--- config.mk ---
export PLATFORM = sky130hd
export DESIGN_NAME = pmu_spi_slave_emu
export DESIGN_NICKNAME = d
export VERILOG_FILES = /design/src/rtl/pmu_spi_slave_emu.sv
export SDC_FILE = /design/constraint.sdc
export NUM_CORES = 1
export LEC_CHECK = 0
export ABC_AREA = 0
export CELL_PAD_IN_SITES_DETAIL_PLACEMENT = 1
export CELL_PAD_IN_SITES_GLOBAL_PLACEMENT = 1
export CORE_MARGIN = 10
export CORE_UTILIZATION = 44
export DETAILED_ROUTE_END_ITERATION = 8
export PLACE_DENSITY = 0.78
export SLEW_MARGIN = 20
export SYNTH_ARGS = -nofsm -noshare
export SYNTH_HDL_FRONTEND = slang
export SYNTH_SLANG_ARGS = --single-unit
--- constraint.sdc ---
create_clock -name clk -period 5 [get_ports clk]
set_input_delay 0.75 -clock clk [delete_from_list [all_inputs] [get_ports clk]]
set_output_delay 0.75 -clock clk [all_outputs]
set_load 0.1 [all_outputs]
--- src/rtl/pmu_spi_slave_emu.sv ---
// AD5522 serial-port responder: 29-bit SPI frames into a 16x24 register file, readback on the next frame.
// Latency: pin edge to internal strobe SYNC_STAGES+1 clk; wr_vld/frame_err 1 clk after the CSN-rise strobe.
// No backpressure: frames closed while BUSY_N is low are discarded and counted in err_cnt.
module pmu_spi_slave_emu #(
    parameter int          PMU_CFG_DW  = 29,
    parameter int          ADDR_DW     = 4,
    parameter logic [23:0] REG_RST_VAL = 24'h400000,
    parameter int          BUSY_CYCLES = 150,
    parameter int          SYNC_STAGES = 2
) (
    input  logic               clk,
    input  logic               rst,
    input  logic               pmu_spi_clk,
    input  logic               pmu_spi_csn,
    input  logic               pmu_spi_sdi,
    output logic               pmu_spi_sdo,
    input  logic               pmu_rstn,
    output logic               pmu_busyn,
    output logic               wr_vld,
    output logic [ADDR_DW-1:0] wr_addr,
    output logic [23:0]        wr_data,
    output logic               frame_err,
    output logic [7:0]         err_cnt
);

    localparam int NREG   = 1 << ADDR_DW;
    localparam int BUSY_W = $clog2(BUSY_CYCLES + 1);

    logic [SYNC_STAGES-1:0] sclk_sync, csn_sync, sdi_sync, rstn_sync;
    logic                   sclk_d, csn_d, sdi_d;
    logic                   sclk_fall_stb, csn_fall_stb, csn_rise_stb;
    logic                   rstn_s;

    logic                   in_frame;
    logic [4:0]             bit_cnt, cnt_nxt;
    logic [PMU_CFG_DW-1:0]  shreg, shreg_nxt;
    logic [PMU_CFG_DW-1:0]  sdo_sr;
    logic [PMU_CFG_DW-1:0]  rb_buf, rb_word;
    logic                   rb_pending;
    logic [23:0]            regs [NREG];
    logic [BUSY_W-1:0]      busy_cnt;

    logic                   frm_rd;
    logic [ADDR_DW-1:0]     frm_addr;
    logic [23:0]            frm_data;
    logic                   frame_end, frame_ok, wr_commit, rd_commit, bad_commit;

    assign rstn_s = rstn_sync[SYNC_STAGES-1];

    // Synchronize the pins and register the edge strobes (one extra flop on SDI keeps it aligned with the strobe)
    always_ff @(posedge clk) begin
        if (rst) begin
            sclk_sync     <= '0;
            csn_sync      <= '1;
            sdi_sync      <= '0;
            rstn_sync     <= '1;
            sclk_d        <= 1'b0;
            csn_d         <= 1'b1;
            sdi_d         <= 1'b0;
            sclk_fall_stb <= 1'b0;
            csn_fall_stb  <= 1'b0;
            csn_rise_stb  <= 1'b0;
        end else begin
            sclk_sync     <= {sclk_sync[SYNC_STAGES-2:0], pmu_spi_clk};
            csn_sync      <= {csn_sync[SYNC_STAGES-2:0], pmu_spi_csn};
            sdi_sync      <= {sdi_sync[SYNC_STAGES-2:0], pmu_spi_sdi};
            rstn_sync     <= {rstn_sync[SYNC_STAGES-2:0], pmu_rstn};
            sclk_d        <= sclk_sync[SYNC_STAGES-1];
            csn_d         <= csn_sync[SYNC_STAGES-1];
            sdi_d         <= sdi_sync[SYNC_STAGES-1];
            sclk_fall_stb <= sclk_d & ~sclk_sync[SYNC_STAGES-1];
            csn_fall_stb  <= csn_d & ~csn_sync[SYNC_STAGES-1];
            csn_rise_stb  <= ~csn_d & csn_sync[SYNC_STAGES-1];
        end
    end

    // Next shift state, so a bit arriving with the CSN-rise strobe is included in the frame being closed
    always_comb begin
        shreg_nxt = shreg;
        cnt_nxt   = bit_cnt;
        if (sclk_fall_stb && in_frame) begin
            shreg_nxt = {shreg[PMU_CFG_DW-2:0], sdi_d};
            if (bit_cnt != 5'd31) begin
                cnt_nxt = bit_cnt + 5'd1;
            end
        end
    end

    assign frm_rd     = shreg_nxt[PMU_CFG_DW-1];
    assign frm_addr   = shreg_nxt[24 +: ADDR_DW];
    assign frm_data   = shreg_nxt[23:0];
    assign rb_word    = PMU_CFG_DW'({1'b0, 4'(frm_addr), regs[frm_addr]});
    assign frame_end  = csn_rise_stb && in_frame && rstn_s;
    assign frame_ok   = (cnt_nxt == 5'(PMU_CFG_DW)) && pmu_busyn;
    assign wr_commit  = frame_end && frame_ok && !frm_rd;
    assign rd_commit  = frame_end && frame_ok && frm_rd;
    assign bad_commit = frame_end && !frame_ok;

    // Frame capture, decode, register file and readback shift-out
    always_ff @(posedge clk) begin
        if (rst) begin
            in_frame    <= 1'b0;
            bit_cnt     <= '0;
            shreg       <= '0;
            sdo_sr      <= '0;
            pmu_spi_sdo <= 1'b0;
            rb_buf      <= '0;
            rb_pending  <= 1'b0;
            wr_vld      <= 1'b0;
            wr_addr     <= '0;
            wr_data     <= '0;
            frame_err   <= 1'b0;
            err_cnt     <= '0;
            for (int i = 0; i < NREG; i++) begin
                regs[i] <= REG_RST_VAL;
            end
        end else begin
            wr_vld    <= 1'b0;
            frame_err <= 1'b0;
            bit_cnt   <= cnt_nxt;
            shreg     <= shreg_nxt;

            if (sclk_fall_stb && in_frame) begin
                sdo_sr      <= sdo_sr << 1;
                pmu_spi_sdo <= sdo_sr[PMU_CFG_DW-2];
            end

            // A frame is only opened while the emulated device is out of reset
            if (csn_fall_stb && rstn_s) begin
                in_frame    <= 1'b1;
                bit_cnt     <= '0;
                sdo_sr      <= rb_pending ? rb_buf : '0;
                pmu_spi_sdo <= rb_pending & rb_buf[PMU_CFG_DW-1];
                rb_pending  <= 1'b0;
            end

            if (csn_rise_stb) begin
                in_frame    <= 1'b0;
                pmu_spi_sdo <= 1'b0;
            end

            if (wr_commit) begin
                regs[frm_addr] <= frm_data;
                wr_vld         <= 1'b1;
                wr_addr        <= frm_addr;
                wr_data        <= frm_data;
            end

            if (rd_commit) begin
                rb_buf     <= rb_word;
                rb_pending <= 1'b1;
            end

            if (bad_commit) begin
                frame_err <= 1'b1;
                if (err_cnt != 8'hFF) begin
                    err_cnt <= err_cnt + 8'd1;
                end
            end

            // Device reset wipes state and silently drops any frame in flight
            if (!rstn_s) begin
                in_frame    <= 1'b0;
                pmu_spi_sdo <= 1'b0;
                rb_pending  <= 1'b0;
                for (int i = 0; i < NREG; i++) begin
                    regs[i] <= REG_RST_VAL;
                end
            end
        end
    end

    // BUSY_N: held low during device reset and reloaded (not extended) by each committed write
    always_ff @(posedge clk) begin
        if (rst) begin
            busy_cnt  <= BUSY_W'(BUSY_CYCLES);
            pmu_busyn <= 1'b0;
        end else if (!rstn_s || wr_commit) begin
            busy_cnt  <= BUSY_W'(BUSY_CYCLES);
            pmu_busyn <= 1'b0;
        end else if (busy_cnt != '0) begin
            busy_cnt  <= busy_cnt - BUSY_W'(1);
            pmu_busyn <= (busy_cnt == BUSY_W'(1));
        end
    end

endmodule
==> results.py <==
metrics = {
    "pwr": {
        "comb_power_share_pct": 2.4,
        "switching_share_pct": 21.3,
        "clockPowerShare_pct": 44.7,
        "p_seq_share_pct": 52.9,
        "power.density_nw_per_um2": 364,
        "switching_power_mw": 2.01,
        "p_int_mw": 7.41,
        "p_leak_nw": 8.00,
        "ir_worst_vdd_mv": 0.292,
        "p_total_mw": 9.42,
    },
    "critical_path": {
        "r2r-start": "bit_cnt[0]",
        "critPathCaptureType": "flop",
        "critPathLaunchType": "flop",
        "cp_num_cells": 9,
        "arrival_ns": 4.77,
        "path_delay_family": "simple AND/OR/NAND/NOR gates",
        "r2r_setup_slack_ns": 0.50,
        "crit_end": "regs[1][16]",
        "critPathRequiredTime_ns": 5.27,
        "worstPathCellList": "ha_1 -> and3_1 -> or3_1 -> a211o_1 -> nor4b_4 -> nand3b_4 -> buf_4 -> o21ai_2 -> buf_4",
        "cp_num_buf_inv": 2,
        "crit_slowest_cell": "nor4b_4",
        "cp_max_fo": 28,
        "cp-startpoint": "bit_cnt[0]",
        "rr_worst_depth": 9,
        "worstSetupPathType": "flop to flop",
        "r2r_end": "regs[1][16]",
        "cp_common_cell": "buf_4",
        "cpPeakStageDelay_ns": 0.90,
    },
    "route": {
        "first_pass_iters": 6,
        "drt_wl_total_um": 70600,
        "vias": 17400,
        "wire_per_inst_um": 24.8,
        "viasPerCell": 6.13,
        "drc": 0,
        "drt_iter0_markers": 1553,
        "antenna_left": 0,
    },
    "timing": {
        "finalWorstSetupSlack_ns": 0.499,
        "whs_ns": 0.417,
        "final-hold-violation-count": 0,
        "drv_slew": 0,
        "worst_pin_slew_ns": 1.18,
        "max_freq_ghz": 0.222,
        "fin_tns_setup_ns": 0,
        "min_period_ns": 4.50,
        "fin_crit_sh_pct": 90.0,
        "rsz0062_at_grt": "false",
        "setup_violations": 0,
        "clock_skew_ns": 0.0263,
        "maxSlewHeadroom_pct": 21.0,
    },
    "global_routing": {
        "top_usage_layer": "met2",
        "antenna_found_initial": 0,
        "use_met1_pct": 27.6,
        "grt_pass1_wl_um": 109000,
        "overflow": 0,
        "grt_util_met3_pct": 3.04,
        "grt_use_total_pct": 22.8,
        "grt_max_degree": 122,
        "grt_pass1_vias": 18100,
        "use_met2_pct": 38.9,
    },
    "clocking": {
        "h-tree-depth": 2,
        "cts_setup_buffers": 0,
        "ctsHoldBuffers": 0,
        "cts_tree": "done",
        "clockBufferDepth": 3,
        "cts_buffers": 55,
        "clkSinkCount": 538,
        "cts_resized": 0,
        "root_buffer": "clkbuf_16",
        "path_clk_slew_ns": 0.06,
        "clock_latency_ns": 0.62,
    },
    "die": {
        "coreArea_um2": 51300,
        "die_y_um": 248,
        "ios": 46,
        "dieWidth_um": 248,
        "initial_core_util_pct": 44.5,
        "core.rowCount": 83,
        "die-area_um2": 61400,
    },
    "finish": {
        "diodes": 0,
        "final_cells": 2842,
        "fin_util_pct": 50.5,
        "nets": 2127,
        "final_area_um2": 25900,
        "syn2layout_area_growth_pct": 13.4,
        "layout-drive-gt1-share_pct": 8.79,
    },
    "run_status": {
        "status": "completed",
    },
    "place": {
        "globalplace.congestion": 0.837,
        "place_area_um2": 24000,
        "dp.cells": 2738,
        "preCtsSetupSlack_ns": 0.577,
        "post-dp-hpwl_um": 44600,
        "io_buffer_count": 45,
    },
    "synth": {
        "syn_nets": 2150,
        "yosys_warnings": 0,
        "async_flop_share_pct": 0,
        "synth_edf_count": 384,
        "synthCells": 2140,
        "synth_flop_cell": "edfxtp_1",
        "yosysUniqueCellTypes": 51,
        "ys_seq_area_share_pct": 64.0,
        "post_synth.cell_area_avg_um2": 10.7,
        "synth_seq_cells": 538,
        "synth_area_um2": 22800,
    },
    "run": {
        "max_cap_violations": 0,
    },
    "worst_hold_path": {
        "min_path_type": "flop to flop",
    },
}
-- layout make-up --
type	count	area, um^2
tap	680	851
timing repair buffer	101	945
clock inverter	22	191
clock buffer	80	1640
inverter	6	22.5
sequential	538	14600
multi-input combinational	1415	7630
fill	5520	25400
-- cell usage in the layout (no fill, tap or decap), types with 10 or more instances in the layout --
master	synthesis	routed
clkdlybuf4s50_1	0	44
a211oi_1	55	55
o21ai_2	0	16
clkinv_2	0	16
nand3b_1	96	96
nor2_1	469	468
dfxtp_1	154	153
edfxtp_1	384	384
nand2b_1	13	13
a22oi_1	96	96
mux2i_1	30	30
a311oi_1	27	27
a21oi_1	42	41
a31oi_1	96	96
clkbuf_8	0	14
clkbuf_16	0	57
nand2_1	249	247
clkbuf_1	144	10
nor4_1	25	25
nand3_1	105	105
nor3_1	10	10
buf_4	5	51
-- flip-flops by register name, indices dropped and copies added, names as in the netlist, 2 cells and up --
signal / cells
sdo_sr: 28
bit_cnt: 5
sclk_sync: 2
rb_buf: 28
shreg: 29
regs: 384
busy_cnt: 8
err_cnt: 8
wr_addr: 4
sdi_sync: 2
rstn_sync: 2
csn_sync: 2
wr_data: 24
-- worst min-delay path by stage --
stage / startpoint / end / cells past startpoint
5_1_grt: csn_d / csn_rise_stb / 1
4_1_cts: rstn_sync[0] / rstn_sync[1] / 1
2_1_floorplan: sclk_sync[1] / sclk_fall_stb / 1
3_3_place_gp: rstn_sync[0] / rstn_sync[1] / 1
6_report: csn_d / csn_rise_stb / 1
3_5_place_dp: rstn_sync[0] / rstn_sync[1] / 1
-- power by group through the flow --
stage,logic [mW],registers (mW),clock network (mW)
detailed placement,0.223,5.08,0
global route,0.243,4.99,4.43
global placement,0.211,5.06,0
finish,0.225,4.98,4.21
floorplan,0.131,5.06,0
CTS,0.225,4.98,4.25
-- synth_stat cells, types with 2 or more instances --
cell	instances	area, um^2
nor2_1	469	1760
edfxtp_1	384	11500
nand2_1	249	935
dfxtp_1	154	3080
clkbuf_1	144	541
nand3_1	105	526
a22oi_1	96	721
a31oi_1	96	601
nand3b_1	96	721
a211oi_1	55	413
a21oi_1	42	210
mux2i_1	30	300
a311oi_1	27	236
nor4_1	25	156
o21ai_0	24	120
buf_2	22	110
nand2b_1	13	81.3
buf_1	10	37.5
nor3_1	10	50.1
nor2b_1	9	56.3
or3_1	7	43.8
inv_1	6	22.5
buf_4	5	37.5
nand4_1	5	31.3
or2_2	5	31.3
ha_1	4	50.1
nand4b_1	4	35.0
nor3b_1	4	30.0
o21ai_1	4	20.0
xnor2_1	4	35.0
and2_1	3	18.8
and3_1	3	18.8
xor2_1	3	26.3
a41oi_1	2	17.5
nor4b_2	2	30.0
o211ai_1	2	15.0
o21a_1	2	15.0
o31ai_1	2	15.0
-- cell families (layout without fill, tap and decap cells) --
kind of cell / Yosys count / after routing / synth area share [%]
and+or+nand+nor: 1016 / 1016 / 20.2
DFF: 538 / 538 / 64.0
AOI/OAI and AO/OA: 357 / 357 / 10.6
buffers and inverters: 187 / 209 / 3.28
muxes: 31 / 31 / 1.36
xor gates and xnor gates: 7 / 7 / 0.269
adders and majority gates: 4 / 4 / 0.219
-- metal layers --
metal	part of all wire, %	vias to the layer above
met5	0	-
met3	5.7	184
met4	5.4	0
met2	50	593
li1	-	7693
met1	39	8951
Note: power is estimated with default switching activity, not from simulation.
